$ cat src/rtl/riscv_multicycle_ctrl.sv
// Multicycle main control FSM: sequences fetch/decode/execute/memory/writeback
// over a shared ALU and memory port, with a memory-ready watchdog and opcode trap.
module riscv_multicycle_ctrl #(
    parameter int TIMEOUT_CYCLES = 255
) (
    input  logic       clk,
    input  logic       reset,
    input  logic [6:0] Opcode,
    input  logic       Zero,
    input  logic       mem_ready,
    output logic       mem_req,
    output logic       IorD,
    output logic       MemRead,
    output logic       MemWrite,
    output logic       IRWrite,
    output logic       ALUSrcA,
    output logic [1:0] ALUSrcB,
    output logic [1:0] ALUOp,
    output logic       PCSrc,
    output logic       pc_en,
    output logic       MemtoReg,
    output logic       RegWrite,
    output logic       instr_retired,
    output logic       illegal_instr,
    output logic       mem_timeout,
    output logic [3:0] state_o
);
    localparam int CW = $clog2(TIMEOUT_CYCLES + 1);

    localparam logic [6:0] OP_R  = 7'b0110011;
    localparam logic [6:0] OP_I  = 7'b0010011;
    localparam logic [6:0] OP_LW = 7'b0000011;
    localparam logic [6:0] OP_SW = 7'b0100011;
    localparam logic [6:0] OP_BR = 7'b1100011;

    typedef enum logic [3:0] {
        S_FETCH    = 4'd0,
        S_DECODE   = 4'd1,
        S_EXEC_R   = 4'd2,
        S_EXEC_I   = 4'd3,
        S_MEM_ADDR = 4'd4,
        S_MEM_RD   = 4'd5,
        S_MEM_WB   = 4'd6,
        S_MEM_WR   = 4'd7,
        S_BRANCH   = 4'd8,
        S_ALU_WB   = 4'd9,
        S_ERROR    = 4'd15
    } state_t;

    typedef struct packed {
        logic       mem_req;
        logic       iord;
        logic       mem_read;
        logic       mem_write;
        logic       src_a;
        logic [1:0] src_b;
        logic [1:0] alu_op;
        logic       pc_src;
        logic       mem_to_reg;
        logic       reg_write;
        logic       retire;
    } ctl_t;

    // Pure Moore decode; registered against the next state so it lines up with r_state.
    function automatic ctl_t moore(input state_t s);
        ctl_t c;
        c = '0;
        case (s)
            S_FETCH:    begin c.mem_req = 1'b1; c.mem_read = 1'b1; c.src_b = 2'b01; end
            S_DECODE:   c.src_b = 2'b10;
            S_EXEC_R:   begin c.src_a = 1'b1; c.alu_op = 2'b10; end
            S_EXEC_I:   begin c.src_a = 1'b1; c.src_b = 2'b10; c.alu_op = 2'b10; end
            S_MEM_ADDR: begin c.src_a = 1'b1; c.src_b = 2'b10; end
            S_MEM_RD:   begin c.mem_req = 1'b1; c.mem_read = 1'b1; c.iord = 1'b1; end
            S_MEM_WB:   begin c.reg_write = 1'b1; c.mem_to_reg = 1'b1; c.retire = 1'b1; end
            S_MEM_WR:   begin c.mem_req = 1'b1; c.mem_write = 1'b1; c.iord = 1'b1; end
            S_BRANCH:   begin c.src_a = 1'b1; c.alu_op = 2'b01; c.pc_src = 1'b1; c.retire = 1'b1; end
            S_ALU_WB:   begin c.reg_write = 1'b1; c.retire = 1'b1; end
            default:    c = '0;
        endcase
        return c;
    endfunction

    state_t          r_state;
    state_t          w_next;
    ctl_t            r_ctl;
    logic [CW-1:0]   r_cnt;
    logic            r_illegal;
    logic            r_timeout;
    logic            w_waiting;
    logic            w_limit;
    logic            w_run;

    always_comb begin
        w_waiting = (r_state == S_FETCH) || (r_state == S_MEM_RD) || (r_state == S_MEM_WR);
        w_limit   = w_waiting && !mem_ready && (r_cnt == CW'(TIMEOUT_CYCLES - 1));
        w_next    = r_state;
        case (r_state)
            S_FETCH:    if (mem_ready) w_next = S_DECODE;
            S_DECODE: begin
                case (Opcode)
                    OP_R:         w_next = S_EXEC_R;
                    OP_I:         w_next = S_EXEC_I;
                    OP_LW, OP_SW: w_next = S_MEM_ADDR;
                    OP_BR:        w_next = S_BRANCH;
                    default:      w_next = S_ERROR;
                endcase
            end
            S_EXEC_R, S_EXEC_I: w_next = S_ALU_WB;
            S_MEM_ADDR: w_next = (Opcode == OP_LW) ? S_MEM_RD : S_MEM_WR;
            S_MEM_RD:   if (mem_ready) w_next = S_MEM_WB;
            S_MEM_WR:   if (mem_ready) w_next = S_FETCH;
            S_MEM_WB, S_ALU_WB, S_BRANCH: w_next = S_FETCH;
            default:    w_next = S_ERROR;
        endcase
        // A ready on the limit cycle takes the normal path; only a missing ready traps.
        if (w_limit) w_next = S_ERROR;
    end

    always_ff @(posedge clk) begin
        if (reset) begin
            r_state   <= S_FETCH;
            r_ctl     <= moore(S_FETCH);
            r_cnt     <= '0;
            r_illegal <= 1'b0;
            r_timeout <= 1'b0;
        end else begin
            r_state <= w_next;
            r_ctl   <= moore(w_next);
            r_cnt   <= (w_waiting && (w_next == r_state)) ? r_cnt + 1'b1 : '0;
            if ((r_state == S_DECODE) && (w_next == S_ERROR)) r_illegal <= 1'b1;
            if (w_limit) r_timeout <= 1'b1;
        end
    end

    // Reset is synchronous, so outputs are gated to keep every strobe low during it.
    assign w_run         = ~reset;
    assign mem_req       = w_run & r_ctl.mem_req;
    assign IorD          = w_run & r_ctl.iord;
    assign MemRead       = w_run & r_ctl.mem_read;
    assign MemWrite      = w_run & r_ctl.mem_write;
    assign IRWrite       = w_run & (r_state == S_FETCH) & mem_ready;
    assign ALUSrcA       = w_run & r_ctl.src_a;
    assign ALUSrcB       = {2{w_run}} & r_ctl.src_b;
    assign ALUOp         = {2{w_run}} & r_ctl.alu_op;
    assign PCSrc         = w_run & r_ctl.pc_src;
    assign pc_en         = w_run & (((r_state == S_FETCH) & mem_ready) | ((r_state == S_BRANCH) & Zero));
    assign MemtoReg      = w_run & r_ctl.mem_to_reg;
    assign RegWrite      = w_run & r_ctl.reg_write;
    assign instr_retired = w_run & (r_ctl.retire | ((r_state == S_MEM_WR) & mem_ready));
    assign illegal_instr = w_run & r_illegal;
    assign mem_timeout   = w_run & r_timeout;
    assign state_o       = w_run ? 4'(r_state) : 4'd0;
endmodule

$ cat config.mk
export PLATFORM = sky130hd
export DESIGN_NAME = riscv_multicycle_ctrl
export DESIGN_NICKNAME = d
export VERILOG_FILES = /design/src/rtl/riscv_multicycle_ctrl.sv
export SDC_FILE = /design/constraint.sdc
export NUM_CORES = 1
export LEC_CHECK = 0
export CAP_MARGIN = 25
export CORE_MARGIN = 8
export CORE_UTILIZATION = 53
export CTS_CLUSTER_SIZE = 12
export DETAILED_ROUTE_END_ITERATION = 10
export MAX_ROUTING_LAYER = met4
export PLACE_DENSITY = 0.83
export RECOVER_POWER = 50
export SETUP_SLACK_MARGIN = 0.1
export SLEW_MARGIN = 20
export SYNTH_ARGS = -nofsm -noshare
export SYNTH_HDL_FRONTEND = slang
export SYNTH_SLANG_ARGS = --single-unit
export TNS_END_PERCENT = 20
$ cat constraint.sdc
create_clock -name clk -period 5.7 [get_ports clk]
set_input_delay 1.14 -clock clk [delete_from_list [all_inputs] [get_ports clk]]
set_output_delay 1.14 -clock clk [all_outputs]
set_load 0.03 [all_outputs]
## After elaboration in Yosys (flattened, before gate mapping)

Index checks and enable logic that the tools add are counted.

- Logic and storage cells: 105
- Bits of input ports: 11
- Register bits after elaboration: 27
- Output and inout bits: 21

- Muxes and demuxes: 19
- Reductions and logical operators: 21
- Equal/unequal tests: 26
- Add/sub/neg operators: 1
- Bitwise operators: 23

Operators with widths:

| kind | number |
|---|---|
| $eq A4 B3 Y1 const B | 8 |
| $pmux W4 S7 | 1 |
| $eq A4 B4 Y1 const B | 5 |
| $mux W4 | 5 |
| $and A1 B1 Y1 | 17 |
| $eq A4 B2 Y1 const B | 4 |
| $pmux W4 S4 | 1 |
| $eq A7 B6 Y1 const B | 2 |
| $reduce_or A2 Y1 | 7 |
| $reduce_or A3 Y1 | 4 |
| $mux W1 | 9 |
| $add A8 B1 Y8 const B | 1 |
| $eq A4 B1 Y1 const B | 2 |
| $eq A8 B8 Y1 const B | 1 |
| $logic_not A4 Y1 | 2 |
| $pmux W2 S2 | 2 |
| $eq A7 B2 Y1 const B | 1 |
| $eq A7 B5 Y1 const B | 1 |
| $eq A7 B7 Y1 const B | 1 |
| $and A2 B2 Y2 | 2 |
| $eq A4 B4 Y1 | 1 |
| $logic_and A1 B1 Y1 | 4 |
| $reduce_or A4 Y1 | 1 |
| $logic_or A1 B1 Y1 | 2 |
| 4 further kinds | 6 |

## Depth between registers and ports, before layout

Gate-level depths: netlist of the first run.

- Word-level depth: 10
- Mapped depth: 8
- Mapped depth without buffers: 7

## Least setup slack after synthesis of the first run

No wires, ideal clock.

- Path type: input port to output port
- From: in reset
- To: out IRWrite
- Required time: 4560 ps
- Stages on the path: 3
- Path slack: 1980 ps
- Arrival time: 2580 ps
- Path buffers: 2
- Cell sequence: clkbuf_1 buf_1 nor4b_1

- Word-level cells in the longest chain between the ends: 3

Ends and longest elaborated chain:

| what | line | text |
|---|---|---|
| start: declaration | 7 | `input logic reset,` |
| $not A1 Y1 | 137 | `assign w_run = ~reset;` |
| $and A1 B1 Y1 (2 in series) | 142 | `assign IRWrite = w_run & (r_state == S_FETCH) & mem_ready;` |
| end: declaration | 15 | `output logic IRWrite,` |

Every way passes these cells.

## Final worst setup path of the first run

- From: in mem_ready
- To: reg r_cnt[5]

- Word-level cells in the longest chain between the ends: 8
- Elaborated cells on any way between the ends: 12
- Those cells by class: eq/ne (1); mux (5); bitwise (1); reduce/logical (5)

Ends and longest elaborated chain:

| what | line | text |
|---|---|---|
| start: declaration | 10 | `input logic mem_ready,` |
| branches (longest 3 deep; another with $pmux W4 S7) | -- |  |
| $mux W4 * | 117 | `if (w_limit) w_next = S_ERROR;` |
| $eq A4 B4 Y1 * | 130 | `r_cnt <= (w_waiting && (w_next == r_state)) ? r_cnt + 1'b1 : '0;` |
| $logic_and A1 B1 Y1 * | 130 |  |
| $not A1 Y1 (no source line) * | -- |  |
| $reduce_or A2 Y1 (no source line) * | -- |  |
| end signal: assignment | 130 |  |
| end: declaration | 87 | `logic [CW-1:0] r_cnt;` |

Every way passes the cells marked *.
A chain may end at the register's enable or synchronous reset.

==> results.cfg, run 1 <==
[cells_and_area]
n_fill_cell = 247
drive_gt1_share_pct = 4.21
finalNonFillerCells = 221
antennaDiodeCount = 0
areaGrowthSynthToFinish_pct = 19.8
fin_nets = 204

[clocking]
clock_latency_ps = 320
ctsResizeCount = 0
cts_root_buffer = clkbuf_4
post_cts_buffers = 0
postCtsHoldBufs = 0
cts.sinks = 27
clk_pin_slew_ps = 130
cts_tree = done
clockBufferDepth = 2
h-tree-depth = 1
cts_buffers = 3

[worst_hold_path]
min_to = r_illegal
hp-class = reg2reg
hold_depth = 2
holdCritStartpoint = r_illegal

[sta]
hold_viol = 0
rsz0062_at_grt = no
timing.final.crit_share_pct = 77.6
relSlewSlack_pct = -10.5
tns_ps = 0
skew_ps = 8.56
fmax_mhz = 226
worst_pin_slew_ps = 1620
setup_viol = 0
period_needed_ps = 4420
slew_viol_final = 8

[critical_path]
worstSetupStartpoint = mem_ready
startpoint_type = input port
cp_max_fo = 8
reg2reg_setup_slack_ps = 2030
crit_type = in2reg
r2r.worst_path.cells = 5
r2r-start = r_state[0]
timing.rr.end = r_cnt[5]
crit_required_ps = 5880
worstPathArrival_ps = 4600
endpoint_kind = register

[synthesis]
synthesis.area_um2 = 1460
avgSynthCellArea_um2 = 8.88
syn-num-nets = 177
synthXorXnorAreaFrac_pct = 4.73
synth_compound_area_share_pct = 15.2
async_flop_share_pct = 0
synth.area.mux_share_pct = 3.18
yosysSeqAreaShare_pct = 37.1
synthAdderAreaFrac_pct = 1.72
synth_cell_type_count = 53
synth_edf_count = 0
synth-seq-cells = 27
synth_commonest_cells = 27 x dfxtp_1, 21 x nor2b_1, 14 x nor2_1
synth-main-ff-cell = dfxtp_1
synth_top_family_by_area = simple AND/OR/NAND/NOR gates
yosysWarnings = 0
netlist_top_cells_area = dfxtp_1 37%, nor2b_1 9.0%, nor3_1 4.1%
synth_cells = 164
yosys.area.top_type = dfxtp_1
synth-simple-area-share_pct = 33.0
synth_top_area_share_pct = 37.1
yosysMostFrequentCell = dfxtp_1

[grt]
grt_pass1_wl_um = 5500
antenna_found_initial = 0
track_usage_pct = 15.4
grt_max_degree = 29
overflow = 0
grt_pass1_vias = 1216

[placement]
dpl.hpwl_um = 2490
gp_congestion = 0.850
io_buffers = 31
dp_cells = 217

[detailed_routing]
drt_wl_total_um = 3380
drt-pass1-iter-count = 5
drcViolationCount = 0
ant_nets = 0
via_count = 1271
post_drt_wl_per_cell_um = 15.3
avgViaCountPerCell = 5.75
first_iter_violations = 86

[power]
p_leak_uw = 0.000626
peakVddDrop_mv = 0.348
power_density_nw_per_um2 = 514

[floorplanning]
core_um2 = 2690
die-area_um2 = 4680
num_io_pins = 32
placementRows = 19
die_x_um = 68.4
initial_core_util_pct = 54.2
die_h_um = 68.4

[status]
violations = capacitance limit, slew limit
outcome = complete, but fails checks

[run]
maxCapViolCount = 1
## power breakdown
group / total, µW / switching, µW / internal, µW
Clock: 78.0 / 51.8 / 26.3
Combinational: 524 / 320 / 204
Sequential: 295 / 52.6 / 243
Total: 898 / 425 / 473
## per-layer routing
layer	part of all wire, %	global-route usage, %	up-vias
li1	-	-	652
met1	46	19.6	573
met2	44	23.3	42
met3	8.5	3.27	4
met4	1.1	5.37	0
met5	0	-	-
## stage by stage
| step | hold slack (ps) | setup slack (ps) | instance area (µm²) | total power, µW | util, % |
|---|---|---|---|---|---|
| after floorplan | 432 | 1980 | 1460 | 717 | - |
| after global placement | 447 | 1630 | 1750 | 819 | 65.2 |
| after detailed placement | 454 | 1570 | 1750 | 834 | 65.2 |
| after CTS | 476 | 1560 | 1780 | 915 | 66.2 |
| after global routing | 496 | 1090 | 1750 | 965 | 65.0 |
| final | 476 | 1280 | 1750 | 898 | 65.0 |
## state kept, by name, indices dropped and copies added (netlist names)
| name | cells |
|---|---|
| r_ctl | 13 |
| r_cnt | 8 |
| r_state | 4 |
| r_illegal | 1 |
| r_timeout | 1 |
## how the worst max path moves through the flow
stage               endpoint  slack [ps]  depth (start not counted)
finish              r_cnt[5]        1280                          6
global route        r_cnt[5]        1090                          6
CTS                    PCSrc        1560                          4
detailed placement     pc_en        1570                          5
global placement     IRWrite        1630                          4
floorplan            IRWrite        1980                          3
## kinds of logic after synthesis
kind of cell	after synthesis
adder cells (fa/ha/maj)	2
AO/OA/AOI/OAI	28
buffers and inverters	13
XOR/XNOR	7
flip-flops	27
multiplexers	4
AND/OR/NAND/NOR	83
## final cells by class
class | count | area [µm²] | share of cell area, %
clock buffer | 3 | 22.5 | 1.29
clock inverter | 1 | 5.00 | 0.287
inverter | 3 | 11.3 | 0.645
multi-input combinational | 124 | 810 | 46.4
sequential | 27 | 541 | 31.0
tap | 31 | 38.8 | 2.22
timing repair buffer | 32 | 318 | 18.2
## cells in the final DEF, fill, tap and decap left out, drive strengths merged, types with 2 or more instances in the layout
| cell type | instances |
|---|---|
| clkdlybuf4s50 | 30 |
| dfxtp | 27 |
| nor2b | 21 |
| nor2 | 14 |
| nor3 | 12 |
| nand3 | 6 |
| nand2 | 5 |
| nand4 | 5 |
| xor2 | 5 |
| a21oi | 4 |
| nor4 | 4 |
| inv | 3 |
| nor4b | 3 |
| a211oi | 3 |
| o21ai | 3 |
| o211ai | 3 |
| clkbuf | 3 |
| or3 | 2 |
| a2111oi | 2 |
| o22ai | 2 |
| xnor2 | 2 |
| mux2i | 2 |
| and3 | 2 |
| ha | 2 |
| mux2 | 2 |
## worst max-delay path, cell delays in order
cell and delay, ps:
dlygate4sd3_1 630, nand4b_1 240, a2111oi_0 1320, nor4_1 420, xnor2_1 700, nor3_1 150
Power figures use the tool's default switching activity.
==> run 2, diff against run 1 <==
CORE_UTILIZATION = 50   (was 53)
PLACE_DENSITY = 0.79   (was 0.83)
clock period = 4.4 ns   (was 5.7 ns; I/O delays follow)
==> results.cfg, run 2 (synthesized netlist as in run 1, its figures left out) <==
[cells_and_area]
largest_register_ffs = 13
multi_input_area_um2 = 823
final_common_cell = clkdlybuf4s50_1
fin_nets = 205
area.sequential_um2 = 541
antennaDiodeCount = 0
top_register = r_ctl
final_area_um2 = 1770
mostFrequentLayoutCells = 31 x clkdlybuf4s50_1, 27 x dfxtp_1, 21 x nor2b_1, 14 x nor2_1, 12 x nor3_1
areaGrowthSynthToFinish_pct = 21.2
largestRegisters = r_ctl (13), r_cnt (8), r_state (4)
drive_gt1_share_pct = 5.24
n_fill_cell = 242

[sta]
fin_ws_ps = 616
period_needed_ps = 3780
rsz0062_at_grt = no
fmax_mhz = 264
tns_ps = 0
hold_viol = 0
slew_viol_final = 8
setup_viol = 0
relSlewSlack_pct = -19.4
worst_pin_slew_ps = 1750
skew_ps = 6.73
timing.final.crit_share_pct = 86.0

[grt]
grt_pass1_vias = 1271
grt_pass1_wl_um = 5950
grt_max_degree = 18
overflow = 0
track_usage_pct = 14.5
antenna_found_initial = 0

[critical_path]
endpoint_kind = register
r2r.worst_path.cells = 5
cp_max_fo = 8
crit_type = in2reg
startpoint_type = input port
worstPathArrival_ps = 3990
crit_required_ps = 4610

[clocking]
clockBufferDepth = 2
ctsResizeCount = 0
cts_tree = done
postCtsHoldBufs = 0
cts_root_buffer = clkbuf_4
cts_buffers = 3
cts.sinks = 27
clock_latency_ps = 320
h-tree-depth = 1
post_cts_buffers = 0
clk_pin_slew_ps = 140

[floorplanning]
num_io_pins = 32
initial_core_util_pct = 52.8
die_h_um = 70.0
placementRows = 19
die-area_um2 = 4900
die_x_um = 70.0
core_um2 = 2760

[placement]
dpl.hpwl_um = 2670
placed_area_um2 = 1760
gp_congestion = 0.864
io_buffers = 31
dpl_worst_slack_ps = 710

[power]
p_leak_uw = 0.000634
power_density_nw_per_um2 = 674
peakVddDrop_mv = 0.446

[detailed_routing]
drt-pass1-iter-count = 4
avgViaCountPerCell = 5.90
ant_nets = 0
drt_wl_total_um = 3560
via_count = 1310
drcViolationCount = 0
first_iter_violations = 74
post_drt_wl_per_cell_um = 16.0

[worst_hold_path]
hold_depth = 2
hp-class = reg2reg

[status]
outcome = complete, but fails checks
violations = capacitance limit, slew limit

[run]
maxCapViolCount = 1
## run 2: cell types whose count changed in the layout (fill, tap and decap cells not counted)
cell             delta
buf_4               +1
clkbuf_1            +1
clkdlybuf4s50_1     +1
clkinv_2            -1
dlygate4sd3_1       -1
nor4_1              -1
nor4_2              +1
xnor2_1             -1
xnor2_2             +1
## run 2: report_power, final
part / switching, µW / internal (µW) / leakage (µW)
combinational: 423 / 275 / 0.000398
sequential: 73.9 / 315 / 0.000221
clock: 68.3 / 35.4 / 0.0000150
## run 2: layer usage
metal	up-vias	track usage (%)	wire length (µm)	share of wire, %
met5	-	-	0	0
met1	614	17.8	1660	47
met2	46	22.9	1660	47
met4	0	4.46	20	0.56
li1	648	-	-	-
met3	2	3.67	217	6.1
## run 2: worst paths after layout
| kind | endpoint | startpoint | slack, ps |
|---|---|---|---|
| worst max-delay path | r_cnt[2] | mem_ready | 620 |
| worst min-delay path | r_illegal | r_illegal | 480 |
| worst max register to register | r_cnt[2] | r_state[0] | 1010 |
| worst min register to register | r_illegal | r_illegal | 480 |
## run 2: worst max-delay path: stages
cell	delay, ps
clkdlybuf4s50_1	520
nand4b_1	270
a2111oi_0	1430
nor4_2	330
xnor2_2	440
nor3_1	110
## run 2: area by class of cell
class                      count  share of cell area [%]
tap                           31                    2.20
multi-input combinational    124                    46.6
clock buffer                   4                    1.49
sequential                    27                    30.6
inverter                       3                   0.638
timing repair buffer          33                    18.4
## run 2: metrics by stage
| stage | cells | util (%) | power (µW) | hold WS (ps) |
|---|---|---|---|---|
| final | 222 | 64.0 | 1190 | 477 |
| after global routing | 222 | 64.0 | 1270 | 508 |
| after floorplan | 164 | - | 929 | 432 |
| after global placement | 218 | 63.7 | 1070 | 447 |
| after CTS | 222 | 64.7 | 1190 | 482 |
| after detailed placement | 218 | 63.7 | 1090 | 462 |
